`config.mk`:
```
export PLATFORM = sky130hd
export DESIGN_NAME = apb_timer_mc
export DESIGN_NICKNAME = d
export VERILOG_FILES = /design/src/rtl/apb_timer_mc.sv
export SDC_FILE = /design/constraint.sdc
export NUM_CORES = 1
export LEC_CHECK = 0
export ABC_AREA = 1
export BUFFER_PORTS_ARGS = -buffer_cell sky130_fd_sc_hd__buf_2
export CAP_MARGIN = 25
export CELL_PAD_IN_SITES_DETAIL_PLACEMENT = 2
export CELL_PAD_IN_SITES_GLOBAL_PLACEMENT = 2
export CORE_UTILIZATION = 37
export DETAILED_ROUTE_END_ITERATION = 10
export PLACE_DENSITY = 0.84
export SYNTH_ARGS = -nofsm -noshare
export SYNTH_HDL_FRONTEND = slang
export SYNTH_SLANG_ARGS = --single-unit
```
`constraint.sdc`:
```
create_clock -name PCLK -period 4.9 [get_ports PCLK]
set_input_delay 0.735 -clock PCLK [delete_from_list [all_inputs] [get_ports PCLK]]
set_output_delay 0.735 -clock PCLK [all_outputs]
set_load 0.005 [all_outputs]
```
`src/rtl/apb_timer_mc.sv`:
```
// Multi-channel APB timer: NUM_CH down-counters sharing one prescaler, each with
// periodic/one-shot mode, force reload and a maskable sticky interrupt.
module apb_timer_mc #(
  parameter int NUM_CH = 4,
  parameter int CNT_W  = 32,
  parameter int PRE_W  = 8,
  parameter int ADDR_W = 5
) (
  input  logic              PCLK,
  input  logic              PRESET,
  input  logic              PSEL,
  input  logic              PENABLE,
  input  logic              PWRITE,
  input  logic [ADDR_W-1:0] PADDR,
  input  logic [31:0]       PWDATA,
  output logic [31:0]       PRDATA,
  output logic              PREADY,
  output logic              PSLVERR,
  output logic [NUM_CH-1:0] int_ch,
  output logic              int_timer
);

  localparam logic [31:0]      INTSTAT_A  = 32'(4 * NUM_CH);
  localparam logic [31:0]      PRESCALE_A = 32'(4 * NUM_CH + 1);
  localparam logic [31:0]      MAP_END    = 32'(4 * NUM_CH + 2);
  localparam logic [CNT_W-1:0] CNT_ONE    = CNT_W'(1'b1);
  localparam logic [PRE_W-1:0] PRE_ONE    = PRE_W'(1'b1);

  logic [NUM_CH-1:0]            en_r, int_en_r, oneshot_r, raw_int_r;
  logic [NUM_CH-1:0][CNT_W-1:0] load_r, value_r;
  logic [PRE_W-1:0]             prescale_r, pre_cnt_r;

  logic [NUM_CH-1:0]            en_s, int_en_s, oneshot_s, raw_int_s;
  logic [NUM_CH-1:0][CNT_W-1:0] load_s, value_s;
  logic [PRE_W-1:0]             prescale_s, pre_cnt_s;

  logic [31:0]              addr_s;
  logic                     mapped_s, wr_s, wr_pre_s, tick_s;
  logic [NUM_CH-1:0]        wr_ctrl_s, wr_load_s, wr_cmd_s, force_s, expire_s;
  logic [NUM_CH-1:0][31:0]  chw_s;
  logic [31:0]              rdata_s;

  assign addr_s   = 32'(PADDR);
  assign mapped_s = (addr_s < MAP_END);
  assign wr_s     = PSEL & PENABLE & PWRITE & mapped_s;
  assign wr_pre_s = wr_s & (addr_s == PRESCALE_A);
  assign tick_s   = (pre_cnt_r == prescale_r);

  // Per-channel write strobes decoded from the word address.
  always_comb begin
    wr_ctrl_s = {NUM_CH{1'b0}};
    wr_load_s = {NUM_CH{1'b0}};
    wr_cmd_s  = {NUM_CH{1'b0}};
    for (int c = 0; c < NUM_CH; c++) begin
      wr_ctrl_s[c] = wr_s & (addr_s == 32'(4 * c));
      wr_load_s[c] = wr_s & (addr_s == 32'(4 * c + 1));
      wr_cmd_s[c]  = wr_s & (addr_s == 32'(4 * c + 3));
    end
  end

  // Channel next-state: force reload beats enable-rise reload beats counting.
  always_comb begin
    en_s      = en_r;
    int_en_s  = int_en_r;
    oneshot_s = oneshot_r;
    raw_int_s = raw_int_r;
    load_s    = load_r;
    value_s   = value_r;
    force_s   = {NUM_CH{1'b0}};
    expire_s  = {NUM_CH{1'b0}};
    for (int c = 0; c < NUM_CH; c++) begin
      force_s[c]  = wr_cmd_s[c] & PWDATA[2];
      expire_s[c] = ~force_s[c] & en_r[c] & tick_s & (value_r[c] == {CNT_W{1'b0}});

      if (force_s[c]) begin
        value_s[c] = load_r[c];
      end else if (wr_ctrl_s[c] & PWDATA[0] & ~en_r[c]) begin
        value_s[c] = load_r[c];
      end else if (en_r[c] & tick_s & (value_r[c] != {CNT_W{1'b0}})) begin
        value_s[c] = value_r[c] - CNT_ONE;
      end else if (expire_s[c] & ~oneshot_r[c]) begin
        value_s[c] = load_r[c];
      end else begin
        value_s[c] = value_r[c];
      end

      // A CTRL write in the expiry cycle decides en; the one-shot stop only applies otherwise.
      if (wr_ctrl_s[c]) begin
        en_s[c]      = PWDATA[0];
        int_en_s[c]  = PWDATA[1];
        oneshot_s[c] = PWDATA[2];
      end else if (expire_s[c] & oneshot_r[c]) begin
        en_s[c] = 1'b0;
      end else begin
        en_s[c] = en_r[c];
      end

      if (expire_s[c]) begin
        raw_int_s[c] = 1'b1;
      end else if (wr_cmd_s[c] & PWDATA[0]) begin
        raw_int_s[c] = 1'b0;
      end else begin
        raw_int_s[c] = raw_int_r[c];
      end

      if (wr_load_s[c]) begin
        load_s[c] = PWDATA[CNT_W-1:0];
      end else begin
        load_s[c] = load_r[c];
      end
    end
  end

  // Shared prescaler: a PRESCALE write restarts the count from zero.
  always_comb begin
    if (wr_pre_s) begin
      prescale_s = PWDATA[PRE_W-1:0];
      pre_cnt_s  = {PRE_W{1'b0}};
    end else if (tick_s) begin
      prescale_s = prescale_r;
      pre_cnt_s  = {PRE_W{1'b0}};
    end else begin
      prescale_s = prescale_r;
      pre_cnt_s  = pre_cnt_r + PRE_ONE;
    end
  end

  // State registers with synchronous reset.
  always_ff @(posedge PCLK) begin
    if (PRESET) begin
      en_r       <= {NUM_CH{1'b0}};
      int_en_r   <= {NUM_CH{1'b0}};
      oneshot_r  <= {NUM_CH{1'b0}};
      raw_int_r  <= {NUM_CH{1'b0}};
      load_r     <= {NUM_CH{{CNT_W{1'b1}}}};
      value_r    <= {NUM_CH{{CNT_W{1'b1}}}};
      prescale_r <= {PRE_W{1'b0}};
      pre_cnt_r  <= {PRE_W{1'b0}};
    end else begin
      en_r       <= en_s;
      int_en_r   <= int_en_s;
      oneshot_r  <= oneshot_s;
      raw_int_r  <= raw_int_s;
      load_r     <= load_s;
      value_r    <= value_s;
      prescale_r <= prescale_s;
      pre_cnt_r  <= pre_cnt_s;
    end
  end

  // Per-channel read word selected by the low address bits.
  always_comb begin
    chw_s = {NUM_CH{32'h0}};
    for (int c = 0; c < NUM_CH; c++) begin
      case (addr_s[1:0])
        2'd0:    chw_s[c] = 32'({oneshot_r[c], int_en_r[c], en_r[c]});
        2'd1:    chw_s[c] = 32'(load_r[c]);
        2'd2:    chw_s[c] = 32'(value_r[c]);
        2'd3:    chw_s[c] = 32'({raw_int_r[c], int_ch[c]});
        default: chw_s[c] = 32'h0;
      endcase
    end
  end

  // Read data mux; unmapped words and non-read cycles return zero.
  always_comb begin
    rdata_s = 32'h0;
    if (PSEL & ~PWRITE & mapped_s) begin
      if (addr_s == INTSTAT_A) begin
        rdata_s = 32'(int_ch);
      end else if (addr_s == PRESCALE_A) begin
        rdata_s = 32'(prescale_r);
      end else begin
        for (int c = 0; c < NUM_CH; c++) begin
          rdata_s = rdata_s | ((addr_s[31:2] == 30'(c)) ? chw_s[c] : 32'h0);
        end
      end
    end else begin
      rdata_s = 32'h0;
    end
  end

  assign PRDATA    = rdata_s;
  assign PREADY    = 1'b1;
  assign PSLVERR   = PSEL & PENABLE & ~mapped_s;
  assign int_ch    = raw_int_r & int_en_r;
  assign int_timer = |int_ch;

endmodule

```
==> results by stage <==
Run status:
- The flow ran to the end, and the final reports show no timing, DRC or antenna violations.

Worst setup path:
- The critical path contains buffers and inverters numbering 4 combined.
- Grouping stages by cell kind, the critical path spends the most delay in compound AO/OA/AOI/OAI gates.
- Traced cell by cell, the critical path runs through buf_2, inv_1, nand2_2, buf_12, o21ai_0, nand2_1, o21ai_0, a2111oi_0, nor2_1, buf_2.
- The worst setup path is captured at an output pin.
- Along the worst path, the maximum fanout reaches 77.
- The peak per-stage delay on the critical path is 0.80 ns.
- The arrival time reported for the critical path endpoint is 3.17 ns.
- The worst setup path is launched from a primary input.
- At the worst endpoint, the required time is 4.16 ns.
- The critical setup path kind is primary input to output pin.
- On the critical path, the stage with the largest delay is an instance of sky130_fd_sc_hd__a2111oi_0.

Pwr:
- For this design the static power due to leakage is ~11 nW.
- The internal power component is 4.15 mW.
- Combinational logic is responsible for 7.8% of the overall power.
- Across the VDD grid, the largest voltage drop is 0.000255 V.
- The portion of total power attributed to sequential cells is 41.5%.
- In this run, the clock network consumes between 50% and 60% of the power.
- Power spread over the standard cell area amounts to 274 nW/um^2.
- In this run switching power makes up 27.3% of total power.
- In this run the power spent charging and discharging nets is 1.56 mW.

Routing:
- The total wire length is approximately 98 mm.
- The final route contains 22000 vias.
- In the routed design, unresolved DRC markers number 0.
- The violation count after the first detailed-routing iteration is 1576.
- For this run, the detailed router's first-pass iteration total came to 5.
- In this run the remaining antenna-violating nets after routing total 0.
- After detailed routing, the number of vias per cell comes to 5.87.
- The average routed wire per standard cell is 26.0 microns.

Timing:
- The actual transition at the worst max-transition pin is 1.09 ns.
- The highest attainable clock frequency is 256 MHz.
- Setup violations remaining at the end of the flow were counted as 0.
- The final-report hold violation count is 0.
- After layout, the worst path uses 79.7% of the clock period.
- The number of pins with negative max-slew slack in the final report is 0.
- In this run the tightest slew margin relative to its limit is 27.1%.
- Setup repair after global routing left no endpoint under its margin.
- The final setup TNS is 0 ns.
- The final worst slack is 0.995 ns.
- The worst path needs around 3.9 ns of the cycle, external delays included.
- The worst clock skew is 0.0140 ns.

Floorplanning:
- The die is 227 microns tall.
- In this run the standard cell core region covers approximately 50000 sq um.
- For this configuration, the core starts out at a cell density of 37.5%.
- In this run the count of I/O pins placed on the die edge is 81.
- The die outline area is 51600 sq um.
- From left edge to right edge, the die measures around 230 microns.
- The floorplan has 82 rows.

Place:
- The total half-perimeter wirelength after legalization and detailed placement is 72.1 mm.
- The count of port buffers added during placement is 79.
- The weighted congestion at the end of routability-driven global placement is 0.980.
- The minimum setup slack after placement is about 1.1 ns.

Logic synthesis:
- The number of nets in the synthesized netlist is about 3100.
- The post-synthesis cell type with the largest combined area is sky130_fd_sc_hd__dfxtp_1.
- Summing every instance area after synthesis gives 18800 sq um.
- Yosys printed 0 warnings.
- Of the synthesized area, sequential elements account for between 30% and 40%.
- Dividing the synthesized area by the synthesized cell count gives between 6 and 7 sq um.
- Counting flops and latches in the post-synthesis netlist gives 288.
- After synthesis, the largest area contributor takes up 30.7% of total cell area.
- Counting every instance in the synthesized netlist gives 3052.
- By area the synthesized netlist is led by sky130_fd_sc_hd__dfxtp_1, sky130_fd_sc_hd__nand2_1, sky130_fd_sc_hd__nand3_1, sky130_fd_sc_hd__inv_1, sky130_fd_sc_hd__nor2_1.
- The count of unique library cells instantiated by Yosys is 45.

Global route:
- The initial antenna violation count came to 4.
- Entering global routing, the biggest net connects roughly 120 pins.
- The aggregate global-route resource usage is 37.4%.
- The number of global-route vias before repair is 22944.
- The wire length of the first global-routing pass is 145 mm.
- Global routing finished with a remaining overflow of 0.

Clocking:
- Buffers inserted during clock tree synthesis total 38.
- The CTS tree is done.
- The number of sinks on the clock net is 288.
- The number of hold buffers added after cts is 0.
- Post-CTS repair changed the size of 0 cells.
- The worst-skew pair later-pin latency is 0.57 ns.
- After clock tree synthesis, the clock-pin slew on the worst setup and hold paths is 0.06 ns.
- The clock root buffer master is sky130_fd_sc_hd__clkbuf_16.
- The number of buffers on the longest clock path is 3.
- After clock tree synthesis, the setup repair step added 0 buffers.
- The H-tree level count is 2.

Final layout:
- Leaving out fill and tap cells, the most frequent cell in the layout is sky130_fd_sc_hd__nand2_1.
- Leaving out fill and tap cells, the most frequent cells in the layout are sky130_fd_sc_hd__nand2_1, sky130_fd_sc_hd__nand3_1, sky130_fd_sc_hd__inv_1.
- The area growth from synthesis to layout is 10.9%.
- At the end of the flow, the number of nets in the layout was 3099.
- The fraction of final layout cells sized beyond drive strength 1 is 7.68%.

Min path:
- In this run the worst hold path is classified as primary input to register.

Flow run:
- The count of max-cap constraint violations is 0.
-- cells in the mapped netlist (all sizes together) --
master,n
xor2,85
nand4,69
o21bai,2
a211oi,2
o221ai,1
a2111oi,2
dfxtp,288
nor3,16
o21ai,110
nand3b,9
a31oi,3
inv,391
xnor2,5
conb,1
clkinv,31
clkbuf,75
o211ai,108
buf,80
nor4,1
nor3b,3
a221oi,19
o22ai,62
a41oi,4
nand2,831
ha,9
a21oi,106
o2111ai,1
o41ai,3
nor2,340
and3,2
nand3,393
-- final timing paths --
| path | endpoint | start | cells after the start | slack [ns] |
|---|---|---|---|---|
| hold / removal | load_r[91]$_SDFFE_PP1P_ | PWDATA[27] | 3 | 0.45 |
| setup reg to reg | value_r[77]$_SDFFE_PP1P_ | prescale_r[5]$_SDFFE_PP0P_ | 13 | 1.43 |
| hold reg to reg | pre_cnt_r[0]$_SDFF_PP0_ | pre_cnt_r[0]$_SDFF_PP0_ | 1 | 0.47 |
| setup / recovery | PRDATA[11] | PADDR[0] | 10 | 1.0 |
-- metrics by stage --
stage                     std cells  power, mW  utilization, %  area, sq um  hold slack, ns
after floorplan                3052       2.63               -        18800           0.430
after CTS                      3746       5.72            41.6        20800           0.420
after global routing           3746       5.83            41.6        20800           0.442
after detailed placement       3680       2.84            39.1        19600           0.458
final                          3747       5.70            41.6        20800           0.449
after global placement         3680       2.83            39.1        19600           0.449
-- power by group through the flow --
stage	sequential (mW)	combinational [mW]	clock, mW
6_report	2.37	0.443	2.89
5_1_grt	2.37	0.456	3.01
4_1_cts	2.37	0.426	2.93
3_5_place_dp	2.42	0.422	0
3_3_place_gp	2.42	0.414	0
2_1_floorplan	2.41	0.213	0
-- layout make-up --
class                      count  area, sq um
antenna                        1         2.50
clock buffer                  54         1120
clock inverter                12          114
fill                        6401        29200
inverter                     422         1590
multi-input combinational   2187        10700
sequential                   288         5770
tap                          672          841
timing repair buffer         111          673
-- metal layers --
layer	routed length (microns)	track usage [%]	up-vias
met5	13	0	-
met3	6590	6.84	217
met2	45200	61.5	741
met1	41400	47.9	11133
li1	-	-	9907
met4	4250	15.8	2
-- kinds of logic after synthesis --
kind of cell	Yosys count	share of synthesized area, %
buffers and inverters	577	12.4
XOR/XNOR	90	4.20
AO/OA/AOI/OAI	423	13.8
adder cells (fa/ha/maj)	9	0.600
AND/OR/NAND/NOR	1664	38.3
flip-flops	288	30.7
other	1	0.0200
-- sequential cells by signal (all words and copies together) (netlist names) --
name	flops
en_r	4
int_en_r	4
load_r	128
oneshot_r	4
pre_cnt_r	8
prescale_r	8
raw_int_r	4
value_r	128
-- tightest hold or removal path: stages --
cell and delay, ns:
sky130_fd_sc_hd__buf_2 0.12, sky130_fd_sc_hd__nand2_1 0.06, sky130_fd_sc_hd__o211ai_1 0.07
Note: power is estimated with default switching activity, not from simulation.
